**config.mk**
```make
export PLATFORM = sky130hd
export DESIGN_NAME = mux_scan_ctrl
export DESIGN_NICKNAME = d
export VERILOG_FILES = /design/src/rtl/mux_scan_pkg.sv /design/src/rtl/mux_scan_capture.sv /design/src/rtl/mux_scan_ctrl.sv
export SDC_FILE = /design/constraint.sdc
export NUM_CORES = 1
export LEC_CHECK = 0
export CORE_MARGIN = 5
export CORE_UTILIZATION = 53
export CTS_BUF_LIST = sky130_fd_sc_hd__clkbuf_8 sky130_fd_sc_hd__clkbuf_16
export DETAILED_ROUTE_END_ITERATION = 10
export GPL_TIMING_DRIVEN = 0
export PLACE_DENSITY = 0.91
export SLEW_MARGIN = 20
export SYNTH_ARGS = -nofsm -noshare
export SYNTH_HDL_FRONTEND = slang
export SYNTH_HIERARCHICAL = 1
export SYNTH_SLANG_ARGS = --single-unit
```
**constraint.sdc**
```tcl
create_clock -name clk -period 4.6 [get_ports clk]
set_clock_uncertainty 0.1 [all_clocks]
set_input_delay 0.92 -clock clk [delete_from_list [all_inputs] [get_ports clk]]
set_output_delay 0.92 -clock clk [all_outputs]
set_load 0.1 [all_outputs]
```
**src/rtl/mux_scan_pkg.sv**
```systemverilog
// Shared types and sizes for the mux scan sequencer.
// Optional feature macro: MUX_SCAN_PARITY_EN (adds the parity output).
package mux_scan_pkg;
   localparam int SEL_W   = 5;
   localparam int N       = 1 << SEL_W;
   localparam int COUNT_W = SEL_W + 1;

   typedef enum logic [1:0] {
      ST_IDLE = 2'd0,
      ST_SCAN = 2'd1,
      ST_DONE = 2'd2
   } state_t;

   // A requested count of 0 means a full sweep of all N indices.
   function automatic logic [COUNT_W-1:0] norm_count(input logic [COUNT_W-1:0] c);
      return (c == '0) ? COUNT_W'(N) : c;
   endfunction
endpackage

```
**src/rtl/mux_scan_capture.sv**
```systemverilog
// Capture registers: rebuilds the scanned word bit-by-bit at the mux index positions.
// With MUX_SCAN_PARITY_EN defined, also accumulates the XOR of every captured bit.
module mux_scan_capture
   import mux_scan_pkg::*;
(
   input  logic             clk,
   input  logic             rst_n,
   input  logic             clr,
   input  logic             we,
   input  logic [SEL_W-1:0] idx,
   input  logic             y,
`ifdef MUX_SCAN_PARITY_EN
   output logic             parity,
`endif
   output logic [N-1:0]     word,
   output logic [N-1:0]     mask
);
   logic [N-1:0] r_word;
   logic [N-1:0] r_mask;

   always_ff @(posedge clk or negedge rst_n) begin
      if (!rst_n) begin
         r_word <= '0;
         r_mask <= '0;
      end else if (clr) begin
         r_word <= '0;
         r_mask <= '0;
      end else if (we) begin
         r_word[idx] <= y;
         r_mask[idx] <= 1'b1;
      end
   end

`ifdef MUX_SCAN_PARITY_EN
   logic r_parity;

   always_ff @(posedge clk or negedge rst_n) begin
      if (!rst_n)   r_parity <= 1'b0;
      else if (clr) r_parity <= 1'b0;
      else if (we)  r_parity <= r_parity ^ y;
   end

   assign parity = r_parity;
`endif

   assign word = r_word;
   assign mask = r_mask;
endmodule

```
**src/rtl/mux_scan_ctrl.sv**
```systemverilog
// Scan sequencer around a 32:1 mux: walks sel through a run of indices and captures y.
// Optional feature macro: MUX_SCAN_PARITY_EN (adds the parity output).
module mux_scan_ctrl
   import mux_scan_pkg::*;
(
   input  logic               clk,
   input  logic               rst_n,
   input  logic               start,
   input  logic [SEL_W-1:0]   first,
   input  logic [COUNT_W-1:0] count,
   input  logic               y,
   output logic [SEL_W-1:0]   sel,
   output logic               busy,
   output logic               done,
`ifdef MUX_SCAN_PARITY_EN
   output logic               parity,
`endif
   output logic [N-1:0]       word,
   output logic [N-1:0]       mask
);
   state_t             r_state, w_nxt;
   logic [SEL_W-1:0]   r_sel;
   logic [COUNT_W-1:0] r_rem;
   logic               r_busy, r_done;
   logic               w_accept, w_we, w_busy_d, w_done_d;

   always_ff @(posedge clk or negedge rst_n) begin
      if (!rst_n) r_state <= ST_IDLE;
      else        r_state <= w_nxt;
   end

   always_comb begin
      w_nxt = r_state;
      case (r_state)
         ST_IDLE: if (start) w_nxt = ST_SCAN;
         ST_SCAN: if (r_rem == COUNT_W'(1)) w_nxt = ST_DONE;
         ST_DONE: w_nxt = ST_IDLE;
         default: w_nxt = ST_IDLE;
      endcase
   end

   always_comb begin
      w_accept = (r_state == ST_IDLE) && start;
      w_we     = (r_state == ST_SCAN);
      w_busy_d = (w_nxt == ST_SCAN) || (w_nxt == ST_DONE);
      w_done_d = (w_nxt == ST_DONE);
   end

   // On the final sample sel stays put so it reports the last index scanned.
   always_ff @(posedge clk or negedge rst_n) begin
      if (!rst_n) begin
         r_sel  <= '0;
         r_rem  <= '0;
         r_busy <= 1'b0;
         r_done <= 1'b0;
      end else begin
         r_busy <= w_busy_d;
         r_done <= w_done_d;
         if (w_accept) begin
            r_sel <= first;
            r_rem <= norm_count(count);
         end else if (w_we) begin
            r_rem <= r_rem - COUNT_W'(1);
            if (r_rem != COUNT_W'(1)) r_sel <= r_sel + SEL_W'(1);
         end
      end
   end

   mux_scan_capture u_capture (
      .clk    (clk),
      .rst_n  (rst_n),
      .clr    (w_accept),
      .we     (w_we),
      .idx    (r_sel),
      .y      (y),
`ifdef MUX_SCAN_PARITY_EN
      .parity (parity),
`endif
      .word   (word),
      .mask   (mask)
   );

   assign sel  = r_sel;
   assign busy = r_busy;
   assign done = r_done;
endmodule

```
After elaboration in Yosys (flattened, before gate mapping)
Index checks and enable logic that the tools add are counted.
W data, S select, Z words.
Cells by class
  $add $sub $neg: 2
  magnitude comparators: 2
  equal/unequal tests: 5
  multiplexer cells: 16
  bitwise gates (word level): 1
  reduce and logical (&&, ||, !) cells: 8
Operator list (number)
  $mux W32: 4
  $bwmux W32: 1
  $or A32 B32 Y32: 1
  $mux W6: 3
  $mux W5: 3
  $eq A6 B1 Y1 const B: 1
  $logic_not A6 Y1: 1
  $lt A5 B6 Y1 const B: 1
  $ne A6 B1 Y1 const B: 1
  $sub A6 B1 Y6 const B: 1
  $add A5 B1 Y5 const B: 1
  $demux W1 S5: 1
  $ge A5 B1 Y1 const B: 1
  $eq A2 B1 Y1 const B: 2
  $mux W2: 2
  $pmux W2 S2: 1
  $reduce_bool A2 Y1: 2
  $eq A2 B2 Y1 const B: 1
  $logic_and A1 B1 Y1: 2
  $logic_not A2 Y1: 1
  $reduce_and A2 Y1: 1
  $logic_or A1 B1 Y1: 1
  $mux W1: 1
Storage, ports and cells
  register bits after elaboration: 79
  input bits: 15
  output and inout port bits: 71
  word-level logic and storage cells: 41

Longest topological paths before layout
Gate-level depths: netlist (run 1).
  depth in word-level cells: 7
  depth in mapped cells: 8

Modules after synthesis
Netlist (run 1), hierarchy kept.
Modules (own cells, without submodules)
  mux_scan_capture: times used 1, cells an instance 258, area an instance 2760.1 µm²
  mux_scan_ctrl: times used 1, cells an instance 78, area an instance 775.7 µm²

Worst setup path after synthesis (run 1)
Ideal clock, no wire load.
  path kind: input -> register
  from: input port start
  to: register u_capture.r_word[20], in the netlist u_capture/word[20]
  library setup time: 0.149 ns
  data arrival time: 2.344 ns
  data required time: 4.351 ns
  slack: 2.007 ns
  stages on the path: 8
  buffers on the path: 5
  path through: or3b_1 buf_2 inv_1 buf_2 buf_2 buf_2 clkbuf_1 a211oi_1
On the way
  longest elaborated chain between the ends: 2
  elaborated cells between the ends (all ways): 3
  classes of those cells: 1 x mux; 2 x reduce/logical
RTL lines
  from (decl): RTL line mux_scan_ctrl.sv:8  | input logic start,
  $logic_and A1 B1 Y1 *: RTL line mux_scan_ctrl.sv:43  | w_accept = (r_state == ST_IDLE) && start;
  net w_accept: RTL line mux_scan_ctrl.sv:25  | logic w_accept, w_we, w_busy_d, w_done_d;
  $mux W32 / $reduce_bool A2 Y1 (equally long branches)
  to (signal, indexed assignment): RTL line mux_scan_capture.sv:29  | r_word[idx] <= y;
  to (decl): RTL line mux_scan_capture.sv:18  | logic [N-1:0] r_word;
Mark *: on every way through the listed nets, which the timed path passes. The rest lies on a longest branch.
A chain may end at the register's enable or synchronous reset.

Final worst setup path (run 1)
  from: register r_sel[2], in the netlist sel[2]
  to: output port sel[2]
RTL lines
  from (decl): RTL line mux_scan_ctrl.sv:22  | logic [SEL_W-1:0] r_sel;
  from (signal assigned): RTL line mux_scan_ctrl.sv:60  | r_sel <= first;
  from (signal assigned): RTL line mux_scan_ctrl.sv:64  | if (r_rem != COUNT_W'(1)) r_sel <= r_sel + SEL_W'(1);
  to (decl): RTL line mux_scan_ctrl.sv:12  | output logic [SEL_W-1:0] sel,
No word-level cell between the ends.

==> results of run 1 <==
## state kept, by name, summed over array words and instances, names as in the netlist
register / cells
done: 1
r_rem: 6
busy: 1
r_state: 2
sel: 5
u_capture/word: 32
u_capture/mask: 32
## cells in the final DEF, fill, tap and decap left out, drive strengths merged, types with 17 or more instances in the layout
| cell type | synthesis | routed |
|---|---|---|
| clkdlybuf4s50 | 0 | 84 |
| dfrtp | 79 | 79 |
| a21oi | 40 | 40 |
| nor2 | 37 | 37 |
| nand2 | 26 | 26 |
| nand2b | 21 | 21 |
| buf | 19 | 21 |
| mux2i | 19 | 19 |
| clkbuf | 6 | 17 |
## logic make-up (layout without fill, tap and decap cells)
kind of cell	count (synthesis)	count (layout)	synth area share, %
AOI/OAI and AO/OA	82	82	14.26
DFF	79	79	55.91
muxes	19	19	5.379
and+or+nand+nor	118	118	18.22
buffers and inverters	32	133	4.317
xor gates and xnor gates	2	2	0.4955
adders and majority gates	4	4	1.415
## area by class of cell
type	instances	area (µm²)
clock inverters	4	30.03
inverters	7	26.28
clock buffers	11	151.4
plain buffers	25	126.4
repair buffers	86	875.8
multi-input cells	225	1406
well taps	77	96.34
fillers	447	1733
flip-flops and latches	79	1977
## per-stage QoR
stage,setup slack [ns],setup TNS [ns],cells,util (%),hold slack [ns]
after floorplan,2.007,0,336,-,0.4071
after global placement,-0.09260,-7.011,498,69.80,0.3766
after detailed placement,1.135,0,499,70.19,0.3803
after CTS,1.411,0,514,73.02,0.3609
after global routing,1.321,0,514,73.02,0.3718
final,1.398,0,514,73.02,0.3638
## worst max-delay path by stage
stage                  startpoint                             end  cells after the start
3_5_place_dp                start  u_capture/mask[25]$_DFFE_PN0P_                      9
2_1_floorplan               start  u_capture/word[20]$_DFFE_PN0P_                      8
6_report       sel[2]$_DFFE_PN0P_                          sel[2]                      1
5_1_grt                     start  u_capture/mask[19]$_DFFE_PN0P_                      9
3_3_place_gp                rst_n            r_rem[0]$_DFFE_PN0P_                      1
4_1_cts        sel[2]$_DFFE_PN0P_                          sel[2]                      1
## routing by layer
layer | GRT usage [%] | share of wire, % | vias up | routed length, µm
met3 | 4.173 | 6.4 | 22 | 595
li1 | - | - | 1359 | -
met4 | 9.045 | 2.0 | 0 | 184
met5 | 0 | 0 | - | 0
met1 | 28.18 | 42 | 1488 | 3903
met2 | 37.25 | 49 | 130 | 4550
==> impl_metrics.ini, run 1 <==
[hold_path]
hp-class = primary input to async pin

[timing]
drv_slew = 0
setup_violations = 0
fmax_mhz = 312.3
fin_crit_sh_pct = 69.60
final-hold-violation-count = 0
worst_pin_slew_ns = 1.014
relSlewSlack_pct = 32.16
rsz0062_at_grt = false
min_period_ns = 3.202

[logic_synthesis]
avgSynthCellArea_um2 = 10.52
yosys_register_bits = 79
synth_nets = 355
ys_seq_area_share_pct = 55.91
synth.distinct_cells = 41
yosysTopAreaCell = dfrtp_1
syn_inst = 336
ys_warn_count = 6
async_reset_ff_share_pct = 100.0
synthesis.area_um2 = 3536
synth_area_leaders = dfrtp_1 (56%), a21oi_1 (5.7%), mux2i_1 (5.4%)
synth_top_area_share_pct = 55.91
synth_edf_count = 0
synth_common_cells = dfrtp_1 (79), a21oi_1 (40), nor2_1 (37), nand2_1 (26), nand2b_1 (21)
synthFlopType = dfrtp_1
yosysMostFrequentCell = dfrtp_1

[drt]
via_count = 2999
vias_per_cell = 5.835
drtPass1Iterations = 5
wl_per_cell_um = 17.97
drtIter0Drc = 220
drtAntennaViolNets = 0
drt_wl_total_um = 9235
drc = 0

[grt]
globalRouteTotalUtil_pct = 22.13
grt_pass1_vias = 3052
antenna_found_initial = 0
grt_max_degree = 58
grt_pass1_wl_um = 14960
overflow = 0

[setup_path]
path_delay_family = buffers and inverters
rrSetupSlack_ns = 2.06
r2r_end = u_capture/word[25]$_DFFE_PN0P_
cp_num_buf_inv = 1
startpoint_type = flop
critPathCaptureType = output pin
cp.arrival_ns = 2.18
cp_cell_sequence = clkdlybuf4s50_1
r2r_cells = 8
crit_slowest_cell = clkdlybuf4s50_1
crit_type = flop to output pin
cp.required_ns = 3.58
max_stage_delay_ns = 1.24
worst-path-max-fanout = 12
r2r-start = r_state[1]$_DFF_PN0_

[die]
dieArea_um2 = 8405
die_h_um = 91.68
num_rows = 29
core-area_um2 = 6422
die_x_um = 91.68
start_util_pct = 55.06
io_pins = 86

[final_layout]
nets = 452
drive_gt1_share_pct = 10.76
stdcell_area_um2 = 4690
n_antenna_cell = 0
syn_to_final_growth_pct = 32.63

[place]
port_buffers = 85
dpl_cell_area_um2 = 4508
dp_hpwl_um = 6429
gp_congestion = 0.7987

[status]
status = finished clean

[cts]
cts_resized = 0
htreeDepth = 3
cts_buffers = 9
post-cts-setup-buffers = 0
cts_tree = built
clockRootBuffer = clkbuf_8
clock_sinks = 79
clk_latency_ns = 0.34
cts_hold_buf = 0
clk_pin_slew_ns = 0.08
cts_buffer_depth = 2

[run]
maxCapViolCount = 0
Power of run 1 is left out: the tool's default activity adds up to more than one toggle a clock period on the data nets, which glitch-free logic cannot reach.
==> run 2: changes to the inputs <==
--- a/config.mk
+++ b/config.mk
@@ -6,11 +6,11 @@
 export NUM_CORES = 1
 export LEC_CHECK = 0
 export CORE_MARGIN = 5
-export CORE_UTILIZATION = 53
+export CORE_UTILIZATION = 49
 export CTS_BUF_LIST = sky130_fd_sc_hd__clkbuf_8 sky130_fd_sc_hd__clkbuf_16
 export DETAILED_ROUTE_END_ITERATION = 10
 export GPL_TIMING_DRIVEN = 0
-export PLACE_DENSITY = 0.91
+export PLACE_DENSITY = 0.85
 export SLEW_MARGIN = 20
 export SYNTH_ARGS = -nofsm -noshare
 export SYNTH_HDL_FRONTEND = slang
==> constraint.sdc (replaced) <==
create_clock -name clk -period 3 [get_ports clk]
set_clock_uncertainty 0.1 [all_clocks]
set_input_delay 0.6 -clock clk [delete_from_list [all_inputs] [get_ports clk]]
set_output_delay 0.6 -clock clk [all_outputs]
set_load 0.1 [all_outputs]
==> run 2 against run 1 <==
Setup slack worse by 1.3 ns. Routed wire length decreased by 0.24%. Critical endpoint unchanged. Clock-buffer cell count decreased by 2. Highest routed layer unchanged. Global-route usage down 0.42 points. Design area rose by 0.99%.
==> impl_metrics.ini, run 2 (synthesis results as in run 1) <==
[setup_path]
crit_type = flop to output pin
cp.depth = 1
max_stage_delay_ns = 1.22
critPathCaptureType = output pin
cp_cell_sequence = clkdlybuf4s50_1
cp_num_buf_inv = 1
cp.required_ns = 2.30
worst-path-max-fanout = 12
crit_slowest_cell = clkdlybuf4s50_1
startpoint_type = flop
cp.arrival_ns = 2.18
path_delay_family = buffers and inverters
r2r_cells = 8

[drt]
drtIter0Drc = 219
drtAntennaViolNets = 0
vias_per_cell = 5.523
wl_per_cell_um = 17.16
drtPass1Iterations = 5
via_count = 2966
drt_wl_total_um = 9213
drc = 0

[cts]
clk_latency_ns = 0.35
cts_tree = built
cts_buffer_depth = 2
clock_sinks = 79
cts_buffers = 9
clk_pin_slew_ns = 0.09
clockRootBuffer = clkbuf_8
htreeDepth = 3
cts_resized = 0
post-cts-setup-buffers = 0
cts_hold_buf = 0

[place]
pre_cts_slack_ns = -0.1133
gp_congestion = 0.8237
dp_hpwl_um = 6418
port_buffers = 85

[grt]
overflow = 0
grt_max_degree = 44
grt_pass1_vias = 2958
antenna_found_initial = 0
globalRouteTotalUtil_pct = 21.71
grt_pass1_wl_um = 15010

[run]
maxCapViolCount = 0

[timing]
finalWorstSetupSlack_ns = 0.1172
fin_crit_sh_pct = 96.09
fmax_mhz = 346.9
min_period_ns = 2.883
relSlewSlack_pct = 31.63
rsz0062_at_grt = false
finalSetupTns_ns = 0
worst_pin_slew_ns = 1.022
final-hold-violation-count = 0
drv_slew = 0
setup_violations = 0

[die]
num_rows = 31
dieArea_um2 = 9015
io_pins = 86
core-area_um2 = 7137
die_x_um = 94.95
die_h_um = 94.95
start_util_pct = 49.54

[final_layout]
final_cell_mix = clkdlybuf4s50_1 (84), dfrtp_1 (79), a21oi_1 (40)
nets = 452
n_antenna_cell = 0
syn_to_final_growth_pct = 33.93
mostFrequentLayoutCell = clkdlybuf4s50_1
fillers = 567
drive_gt1_share_pct = 10.96

[hold_path]
hp-class = primary input to async pin

[status]
status = finished clean
run 2: cell types whose count changed in the layout (fill, tap and decap cells not counted), sizes merged:
cell,change
clkinv,-2
clkbuf,-2
bufinv,+1
inv,+4
run 2: layer usage:
layer  vias up  global-route usage, %  routed length (µm)
li1       1366                      -                   -
met1      1463                  29.45                3873
met2       118                  33.82                4510
met3        19                  5.100                 594
met4         0                  8.413                 235
met5         -                      0                   0
run 2: final timing paths:
path / start / endpoint / slack (ns)
min in group clk: u_capture/word[18]$_DFFE_PN0P_ / u_capture/word[18]$_DFFE_PN0P_ / 0.40
min reg2reg: u_capture/word[18]$_DFFE_PN0P_ / u_capture/word[18]$_DFFE_PN0P_ / 0.40
max: sel[2]$_DFFE_PN0P_ / sel[2] / 0.12
min: rst_n / u_capture/word[3]$_DFFE_PN0P_ / 0.1
max reg2reg: r_state[1]$_DFF_PN0_ / u_capture/mask[17]$_DFFE_PN0P_ / 0.54
max in group asynchronous: rst_n / u_capture/mask[19]$_DFFE_PN0P_ / 2.11
run 2: area by class of cell:
type                    instances  area (µm²)  share of cell area [%]
inverters                       7       26.28                  0.5548
plain buffers                  25       126.4                   2.668
clock buffers                   9       123.9                   2.616
multi-input cells             225        1406                   29.70
flip-flops and latches         79        1977                   41.74
clock inverters                 7       83.83                   1.770
repair buffers                 86       868.3                   18.34
well taps                      99       123.9                   2.616
run 2: per-stage QoR:
stage	util, %	instance area (µm²)	hold slack [ns]	instances
after global routing	66.36	4736	0.1260	537
after floorplan	-	3536	0.2044	336
after detailed placement	63.45	4528	0.3801	521
final	66.36	4736	0.09917	537
after global placement	63.20	4511	0.3772	520
after CTS	66.36	4736	0.1048	537
Power of run 2 is left out for the same reason.
